### src/rtl/fsm_pkg.sv
// Shared types for the control FSM and its command issuer.
package fsm_pkg;

    // Control FSM state register encoding.
    typedef enum logic [1:0] {
        S0 = 2'b00,
        S1 = 2'b01,
        S2 = 2'b10,
        S3 = 2'b11
    } fsm_state_t;

    // Command issuer internal states.
    typedef enum logic [1:0] {
        ISS_IDLE  = 2'd0,
        ISS_DRIVE = 2'd1,
        ISS_WAIT  = 2'd2,
        ISS_RESP  = 2'd3
    } issuer_state_t;

    // Command payload as presented by the requester.
    typedef struct packed {
        logic       op;
        logic       sel;
        fsm_state_t exp_state;
    } issuer_cmd_t;

    localparam int unsigned DEFAULT_TIMEOUT = 16;

endpackage

### src/rtl/issuer_timeout_cnt.sv
// WAIT-cycle counter: clears on request, counts while enabled, saturates at TIMEOUT_CYCLES-1.
module issuer_timeout_cnt #(
    parameter int unsigned CNT_W          = 8,
    parameter int unsigned TIMEOUT_CYCLES = 16
) (
    input  logic clk,
    input  logic rst,
    input  logic clear_i,
    input  logic en_i,
    output logic tc_o
);

    localparam logic [CNT_W-1:0] TC_VAL = CNT_W'(TIMEOUT_CYCLES - 1);

    logic [CNT_W-1:0] cnt_q;

    // Counter register; holds at the terminal value instead of wrapping.
    always_ff @(posedge clk or posedge rst) begin
        if (rst) begin
            cnt_q <= '0;
        end else if (clear_i) begin
            cnt_q <= '0;
        end else if (en_i && (cnt_q != TC_VAL)) begin
            cnt_q <= cnt_q + CNT_W'(1);
        end
    end

    assign tc_o = (cnt_q == TC_VAL);

endmodule

### src/rtl/fsm_cmd_issuer.sv
// Issues one op/select pulse per accepted command and watches the control FSM
// state until it reaches the expected value (done) or the WAIT budget runs out (error).
module fsm_cmd_issuer
    import fsm_pkg::*;
#(
    parameter int unsigned TIMEOUT_CYCLES = DEFAULT_TIMEOUT,
    parameter int unsigned CNT_W          = 8
) (
    input  logic       clk,
    input  logic       rst,
    input  logic       cmd_valid,
    output logic       cmd_ready,
    input  logic       cmd_op,
    input  logic       cmd_select,
    input  logic [1:0] cmd_expect,
    input  logic [1:0] current_state,
    output logic       op,
    output logic       select,
    output logic       busy,
    output logic       done,
    output logic       error,
    output logic [1:0] last_state
);

    issuer_state_t state_q;
    fsm_state_t    exp_q;
    logic          op_q;
    logic          sel_q;
    logic          busy_q;
    logic          done_q;
    logic          error_q;
    logic          ready_q;
    logic [1:0]    last_q;

    logic match_c;
    logic cnt_clear_c;
    logic cnt_en_c;
    logic tc_c;

    // current_state only matters while waiting; the counter restarts in DRIVE.
    assign match_c     = (current_state == exp_q);
    assign cnt_clear_c = (state_q == ISS_DRIVE);
    assign cnt_en_c    = (state_q == ISS_WAIT) && !match_c;

    issuer_timeout_cnt #(
        .CNT_W          (CNT_W),
        .TIMEOUT_CYCLES (TIMEOUT_CYCLES)
    ) u_timeout_cnt (
        .clk     (clk),
        .rst     (rst),
        .clear_i (cnt_clear_c),
        .en_i    (cnt_en_c),
        .tc_o    (tc_c)
    );

    // Issuer FSM with registered outputs; pulses default low every cycle.
    always_ff @(posedge clk or posedge rst) begin
        if (rst) begin
            state_q <= ISS_IDLE;
            exp_q   <= S0;
            op_q    <= 1'b0;
            sel_q   <= 1'b0;
            busy_q  <= 1'b0;
            done_q  <= 1'b0;
            error_q <= 1'b0;
            ready_q <= 1'b1;
            last_q  <= 2'b00;
        end else begin
            op_q    <= 1'b0;
            sel_q   <= 1'b0;
            done_q  <= 1'b0;
            error_q <= 1'b0;
            case (state_q)
                ISS_IDLE: begin
                    if (cmd_valid && ready_q) begin
                        exp_q   <= fsm_state_t'(cmd_expect);
                        op_q    <= cmd_op;
                        sel_q   <= cmd_select;
                        busy_q  <= 1'b1;
                        ready_q <= 1'b0;
                        state_q <= ISS_DRIVE;
                    end
                end
                ISS_DRIVE: begin
                    state_q <= ISS_WAIT;
                end
                ISS_WAIT: begin
                    // A match on the terminal cycle takes priority over timeout.
                    if (match_c) begin
                        last_q  <= current_state;
                        done_q  <= 1'b1;
                        state_q <= ISS_RESP;
                    end else if (tc_c) begin
                        last_q  <= current_state;
                        error_q <= 1'b1;
                        state_q <= ISS_RESP;
                    end
                end
                ISS_RESP: begin
                    busy_q  <= 1'b0;
                    ready_q <= 1'b1;
                    state_q <= ISS_IDLE;
                end
                default: begin
                    busy_q  <= 1'b0;
                    ready_q <= 1'b1;
                    state_q <= ISS_IDLE;
                end
            endcase
        end
    end

    assign cmd_ready  = ready_q;
    assign op         = op_q;
    assign select     = sel_q;
    assign busy       = busy_q;
    assign done       = done_q;
    assign error      = error_q;
    assign last_state = last_q;

endmodule
### config.mk
export PLATFORM = sky130hd
export DESIGN_NAME = fsm_cmd_issuer
export DESIGN_NICKNAME = d
export VERILOG_FILES = /design/src/rtl/fsm_pkg.sv /design/src/rtl/issuer_timeout_cnt.sv /design/src/rtl/fsm_cmd_issuer.sv
export SDC_FILE = /design/constraint.sdc
export NUM_CORES = 1
export LEC_CHECK = 0
export CORE_ASPECT_RATIO = 1.2
export CORE_MARGIN = 1.5
export CORE_UTILIZATION = 51
export CTS_CLUSTER_SIZE = 30
export DETAILED_ROUTE_END_ITERATION = 6
export GPL_TIMING_DRIVEN = 0
export PLACE_DENSITY = 0.8
export SLEW_MARGIN = 20
export SYNTH_ARGS = -nofsm -noshare
export SYNTH_HDL_FRONTEND = slang
export SYNTH_SLANG_ARGS = --single-unit
### constraint.sdc
create_clock -name clk -period 2 [get_ports clk]
set_input_delay 0.2 -clock clk [delete_from_list [all_inputs] [get_ports clk]]
set_output_delay 0.2 -clock clk [all_outputs]
set_load 0.1 [all_outputs]
==> impl_metrics.yaml, run 1 <==
placed_design:
  place_congestion: 0.711
  dp_hpwl_mm: 1.42
  io_buffers: 16
  placed_cell_area_sq_um: 1180
final_layout:
  fin_util_pct: 65.7
  fillers: 156
  drive_gt1_share_pct: 9.73
  fin_area_sq_um: 1200
  syn2layout_area_growth_pct: 21.2
  n_antenna_cell: 0
  nNetsFinal: 128
critical_path:
  worstPathMaxFanout: 1
  crit_chain: "clkdlybuf4s50_1"
  end_kind: "output pin"
  startpoint_type: "flip-flop"
  critPathTopFamily: "buffers and inverters"
  path_class: "flip-flop to output pin"
  slowest_delay_ns: 1.12
  slowest_stage: "clkdlybuf4s50_1"
  arrival_ns: 1.76
  cp.required_ns: 1.80
  timing.critical_path.buf_inv: 1
die:
  num_rows: 17
  die_w_microns: 43.3
  core-area_sq_um: 1830
  initial_core_util_pct: 54.2
  die-area_sq_um: 2220
  ios: 17
  die_h_microns: 51.3
logic_synthesis:
  ys_seq_elements: 20
  synth_area_sq_um: 992
  yosysWarnings: 0
  synth-edff-count: 0
  ys_seq_area_share_pct: 50.6
  synthFlopType: "dfrtp_1"
  syn_nets: 107
  synth_area_per_cell_sq_um: 10.7
  async_flop_share_pct: 100
  ys_types: 33
  syn_inst: 93
global_route:
  antenna_found_initial: 0
  grt.total_usage_pct: 20.1
  grt_pass1_vias: 795
  grt_pass1_wl_mm: 3.35
  grt_max_degree: 21
  overflow: 0
power:
  leakage_nw: 0.560
  p_sw_share_pct: 50.1
  combinationalPowerShare_pct: 53.8
  p_switching_mw: 0.884
  power_density_nw_per_um2: 1470
  vdd.ir_drop.worst_mv: 1.07
  power.internal_mw: 0.880
  p_seq_share_pct: 35.1
  total_power_mw: 1.76
  clock_power_share_pct: 11.1
cts:
  insertion_delay_ns: 0.30
  hold_buffers: 0
  cts_htree_levels: 1
  clk_pin_slew_ns: 0.11
  clockBufferDepth: 2
  clock-sinks: 20
  cts_tree: "built"
  cts_setup_buffers: 0
  cts_buffers: 3
  cts-root-buf: "clkbuf_4"
sta:
  worstMarginPinSlew_ns: 0.967
  finClkSkew_ns: 0.00449
  rsz0062_at_grt: "false"
  final.setup.tns_ns: 0
  hold_ws_ns: 0.312
  hold_viol: 0
  slew_viol_final: 0
  fmax_ghz: 0.510
  setup_violations: 0
  fin_crit_sh_pct: 98.0
  fin_crit_ns: 1.96
  relSlewSlack_pct: 35.4
routing:
  drtIter0Drc: 15
  first_pass_iters: 4
  drc_errors: 0
  viasPerCell: 5.80
  detail_route.wl_per_cell_microns: 14.1
  wl_mm: 1.86
  ant_nets: 0
  vias: 766
outcome:
  outcome: "finished clean"
flow_run:
  max_cap_violations: 0
worst_hold_path:
  hold_class: "primary input to async pin"
cell usage in the layout (no fill, tap or decap), drive strengths merged, types with 2 or more instances in the layout:
cell / netlist / layout
nor2: 5 / 5
xor2: 2 / 2
and2: 2 / 2
inv: 6 / 6
clkdlybuf4s50: 0 / 10
mux2: 5 / 5
or3: 2 / 2
nor4: 2 / 2
dfrtp: 19 / 19
buf: 2 / 2
a21oi: 10 / 10
nand2: 4 / 4
a211oi: 2 / 2
clkbuf: 0 / 4
ha: 5 / 5
dlymetal6s2s: 0 / 2
nand3: 4 / 4
nor3: 2 / 2
o21ai: 5 / 5
xnor2: 4 / 4
dlygate4sd2: 0 / 4
path summary, 6_finish.rpt:
kind,endpoint,slack [ns],from,cells after the start
hold / removal,last_state[1],0.31,rst,2
setup reg to reg,last_state[1],0.20,u_timeout_cnt.cnt_q[0],5
max in group asynchronous,u_timeout_cnt.cnt_q[5],1.22,rst,2
setup / recovery,error,0.04,error,1
min in group clk,select,0.45,cmd_select,2
hold reg to reg,last_state[0],0.51,last_state[0],1
area by class of cell:
cell class,count,area [sq um],area share (%)
Multi-Input combinational cell,65,459,38.2
Tap cell,19,23.8,1.98
Inverter,6,22.5,1.87
Timing Repair Buffer,16,160,13.3
Clock buffer,4,26.3,2.19
Sequential cell,20,502,41.7
Buffer,2,8.76,0.728
kinds of logic (layout without fill, tap and decap cells):
group / after synthesis / in the layout / synth area share, %
simple gates: 26 / 26 / 14.3
compound gates: 23 / 23 / 14.8
flops: 20 / 20 / 50.6
buf+inv: 8 / 28 / 3.15
xor+xnor: 6 / 6 / 5.30
fa+ha+maj: 5 / 5 / 6.31
mux: 5 / 5 / 5.67
metrics by stage:
step | instances | worst slack [ns]
after floorplan | 93 | 0.360
after global placement | 128 | 0.140
after detailed placement | 128 | 0.0998
after CTS | 132 | 0.0277
after global routing | 132 | 0.0134
final | 132 | 0.0409
timing repair:
item	in CTS	in global routing
endpoints found under the setup margin	4	2
cloned	0	0
resized for setup	4	2
state kept, by name, indices dropped and copies added (netlist names):
signal	flops
error	1
u_timeout_cnt.cnt_q	8
done	1
select	1
exp_q	2
op	1
cmd_ready	1
last_state	2
busy	1
state_q	2
layer usage:
layer  up-vias  wire length (microns)  track usage (%)
met3         3                     52             2.12
li1        371                      -                -
met4         0                     22             8.08
met2        24                   1030             35.6
met5         -                      0                0
met1       368                    750             24.6
power groups by stage:
stage	clock [mW]	sequential [mW]	combinational, mW
2_1_floorplan	0	0.979	0.399
3_3_place_gp	0	0.621	0.951
3_5_place_dp	0	0.630	0.975
4_1_cts	0.201	0.620	0.953
5_1_grt	0.213	0.636	1.03
6_report	0.197	0.618	0.949
Yosys cell counts (all sizes together) (2+ instances only):
master	instances	share of area [%]
buf	2	0.88
o21ai	5	2.5
nor2	5	1.9
inv	6	2.3
a21oi	10	5.0
or3	2	1.3
mux2	5	5.7
nand2	4	1.5
xor2	2	1.8
nor3	2	1.0
and2	2	1.3
dfrtp	19	48
nand3	4	2.0
a211oi	2	1.5
ha	5	6.3
nor4	2	1.9
xnor2	4	3.5
Power figures use the tool's default switching activity.
==> run 2, diff against run 1 <==
- ABC_AREA: not set -> 1
- CORE_UTILIZATION: 51 -> 52
- GPL_ROUTABILITY_DRIVEN: not set -> 0
- PLACE_DENSITY: 0.8 -> 0.81
==> run 2 against run 1 <==
  * Critical path depth stayed put
  * Sequential cell count unchanged
  * Synthesized area rose by 7.9%
  * Clock skew rose by 0.0012 ns
  * Die area grew 5.5%
  * Largest power group unchanged
  * Combinational power is 2% higher
  * Synthesized cell count rose by 48%
  * First-iteration DRC count fell by 13%
==> impl_metrics.yaml, run 2 <==
routing:
  drc_errors: 0
  detail_route.wl_per_cell_microns: 11.4
  ant_nets: 0
  viasPerCell: 5.23
  vias: 925
  wl_mm: 2.01
  drtIter0Drc: 13
  first_pass_iters: 4
cts:
  hold_buffers: 0
  cts-root-buf: "clkbuf_4"
  cts_tree: "built"
  clk_pin_slew_ns: 0.11
  clock-sinks: 20
  cts_setup_buffers: 0
  insertion_delay_ns: 0.30
  cts_htree_levels: 1
  clockBufferDepth: 2
  cts_buffers: 3
sta:
  finClkSkew_ns: 0.00573
  setup_violations: 0
  hold_ws_ns: 0.323
  slew_viol_final: 0
  layout_setup_ws_ns: 0.0983
  worstMarginPinSlew_ns: 0.975
  relSlewSlack_pct: 34.9
  hold_viol: 0
  fin_crit_ns: 1.90
  fmax_ghz: 0.526
  fin_crit_sh_pct: 95.1
  final.setup.tns_ns: 0
  rsz0062_at_grt: "false"
critical_path:
  worstPathMaxFanout: 3
  critPathTopFamily: "buffers and inverters"
  slowest_delay_ns: 0.85
  end_kind: "output pin"
  startpoint_type: "flip-flop"
  timing.critical_path.buf_inv: 1
  cp.required_ns: 1.80
  arrival_ns: 1.70
  path_class: "flip-flop to output pin"
  crit_chain: "dlygate4sd2_1"
  slowest_stage: "dlygate4sd2_1"
die:
  initial_core_util_pct: 56.6
  core-area_sq_um: 1890
  die_h_microns: 52.7
  die-area_sq_um: 2340
  ios: 17
  die_w_microns: 44.4
  num_rows: 17
logic_synthesis:
  yosys.area_share.simple_pct: 33.2
  muxShareOfSynthArea_pct: 0
  synth_xor_area_share_pct: 2.45
  syn_nets: 152
  synth_area_per_cell_sq_um: 7.76
  async_flop_share_pct: 100
  ys_seq_elements: 20
  synth_top_family_by_area: "simple AND/OR/NAND/NOR gates"
  synth_area_leaders: "dfrtp_1 44%, nand2_1 16%, nand3_1 7.9%"
  syn_inst: 138
  synthFlopType: "dfrtp_1"
  yosysMostFrequentCell: "nand2_1"
  synth.top_cells.by_count: "46 x nand2_1, 19 x dfrtp_1, 17 x nand3_1, 17 x nor2_1, 16 x inv_1"
  synth_compound_area_share_pct: 4.56
  synthDominantCellAreaShare_pct: 44.4
  yosysWarnings: 0
  synth_top_area_cell: "dfrtp_1"
  synth_area_sq_um: 1070
  synth_fa_ha_area_share_pct: 5.84
  synth-edff-count: 0
  ys_types: 17
  ys_seq_area_share_pct: 46.8
final_layout:
  drive_gt1_share_pct: 5.70
  syn2layout_area_growth_pct: 20.1
  top_register: "u_timeout_cnt.cnt_q"
  layout_common_cells: "46 x nand2_1, 19 x dfrtp_1, 17 x nor2_1, 17 x nand3_1, 16 x inv_1"
  nNetsFinal: 173
  largest_register_ffs: 8
  n_antenna_cell: 0
  final_common_cell: "nand2_1"
global_route:
  grt_max_degree: 21
  grt.total_usage_pct: 19.9
  antenna_found_initial: 0
  grt_pass1_vias: 883
  grt_pass1_wl_mm: 3.39
  overflow: 0
placed_design:
  place_ws_ns: 0.156
  dp_hpwl_mm: 1.52
  io_buffers: 16
flow_run:
  max_cap_violations: 0
worst_hold_path:
  hold_class: "primary input to async pin"
power:
  power_density_nw_per_um2: 1380
  vdd.ir_drop.worst_mv: 1.06
  total_power_mw: 1.78
  leakage_nw: 0.766
outcome:
  outcome: "finished clean"
[run 2: cell types whose count changed after synthesis, sizes merged, moves of 5 or more]
cell | before | now
nor2 | 5 | 18
mux2 | 5 | 0
inv | 6 | 16
a21oi | 10 | 1
nand3 | 4 | 19
nand2 | 4 | 46
[run 2: cells by family after synthesis]
family | count (synthesis)
flops | 20
compound gates | 8
xor+xnor | 3
fa+ha+maj | 5
simple gates | 84
buf+inv | 18
[run 2: per-layer routing]
metal | vias to the layer above | wire length [microns] | global-route usage, %
met3 | 4 | 66 | 3.79
met2 | 16 | 1020 | 35.0
met1 | 436 | 901 | 22.7
met4 | 0 | 29 | 9.60
met5 | - | 0 | 0
li1 | 469 | - | -
[run 2: area by class of cell]
type,instances,area [sq um]
timing repair buffer,16,165
multi-input combinational,100,493
sequential,20,502
fill,171,607
clock buffer,4,26.3
tap,19,23.8
buffer,2,16.3
inverter,16,60.1
[run 2: through the flow]
step                      std cells  utilization, %  instance area (sq um)
after floorplan                 138               -                   1070
after global placement          173            66.3                   1250
after detailed placement        173            66.3                   1250
after CTS                       177            67.4                   1280
after global routing            177            67.9                   1290
final                           177            67.9                   1290
[run 2: what timing repair did]
action / CTS / global route
setup endpoints to repair: 4 / 4
resized for setup: 4 / 4
pin swaps: 0 / 0
[run 2: worst paths after layout]
kind	start	end	slack, ns	cells past startpoint
max in group asynchronous	rst	u_timeout_cnt.cnt_q[6]	1.19	2
setup / recovery	cmd_ready	cmd_ready	0.1	1
min in group clk	cmd_op	op	0.40	3
hold / removal	rst	u_timeout_cnt.cnt_q[2]	0.32	2
hold reg to reg	last_state[1]	last_state[1]	0.51	2
setup reg to reg	u_timeout_cnt.cnt_q[0]	u_timeout_cnt.cnt_q[5]	0.56	8
[run 2: report_power, final]
part	total [mW]	leakage [nW]	switching [mW]	internal [mW]
registers	0.611	0.262	0.0850	0.526
clock network	0.198	0.0150	0.120	0.0777
logic	0.968	0.489	0.710	0.258
total	1.78	0.766	0.915	0.862
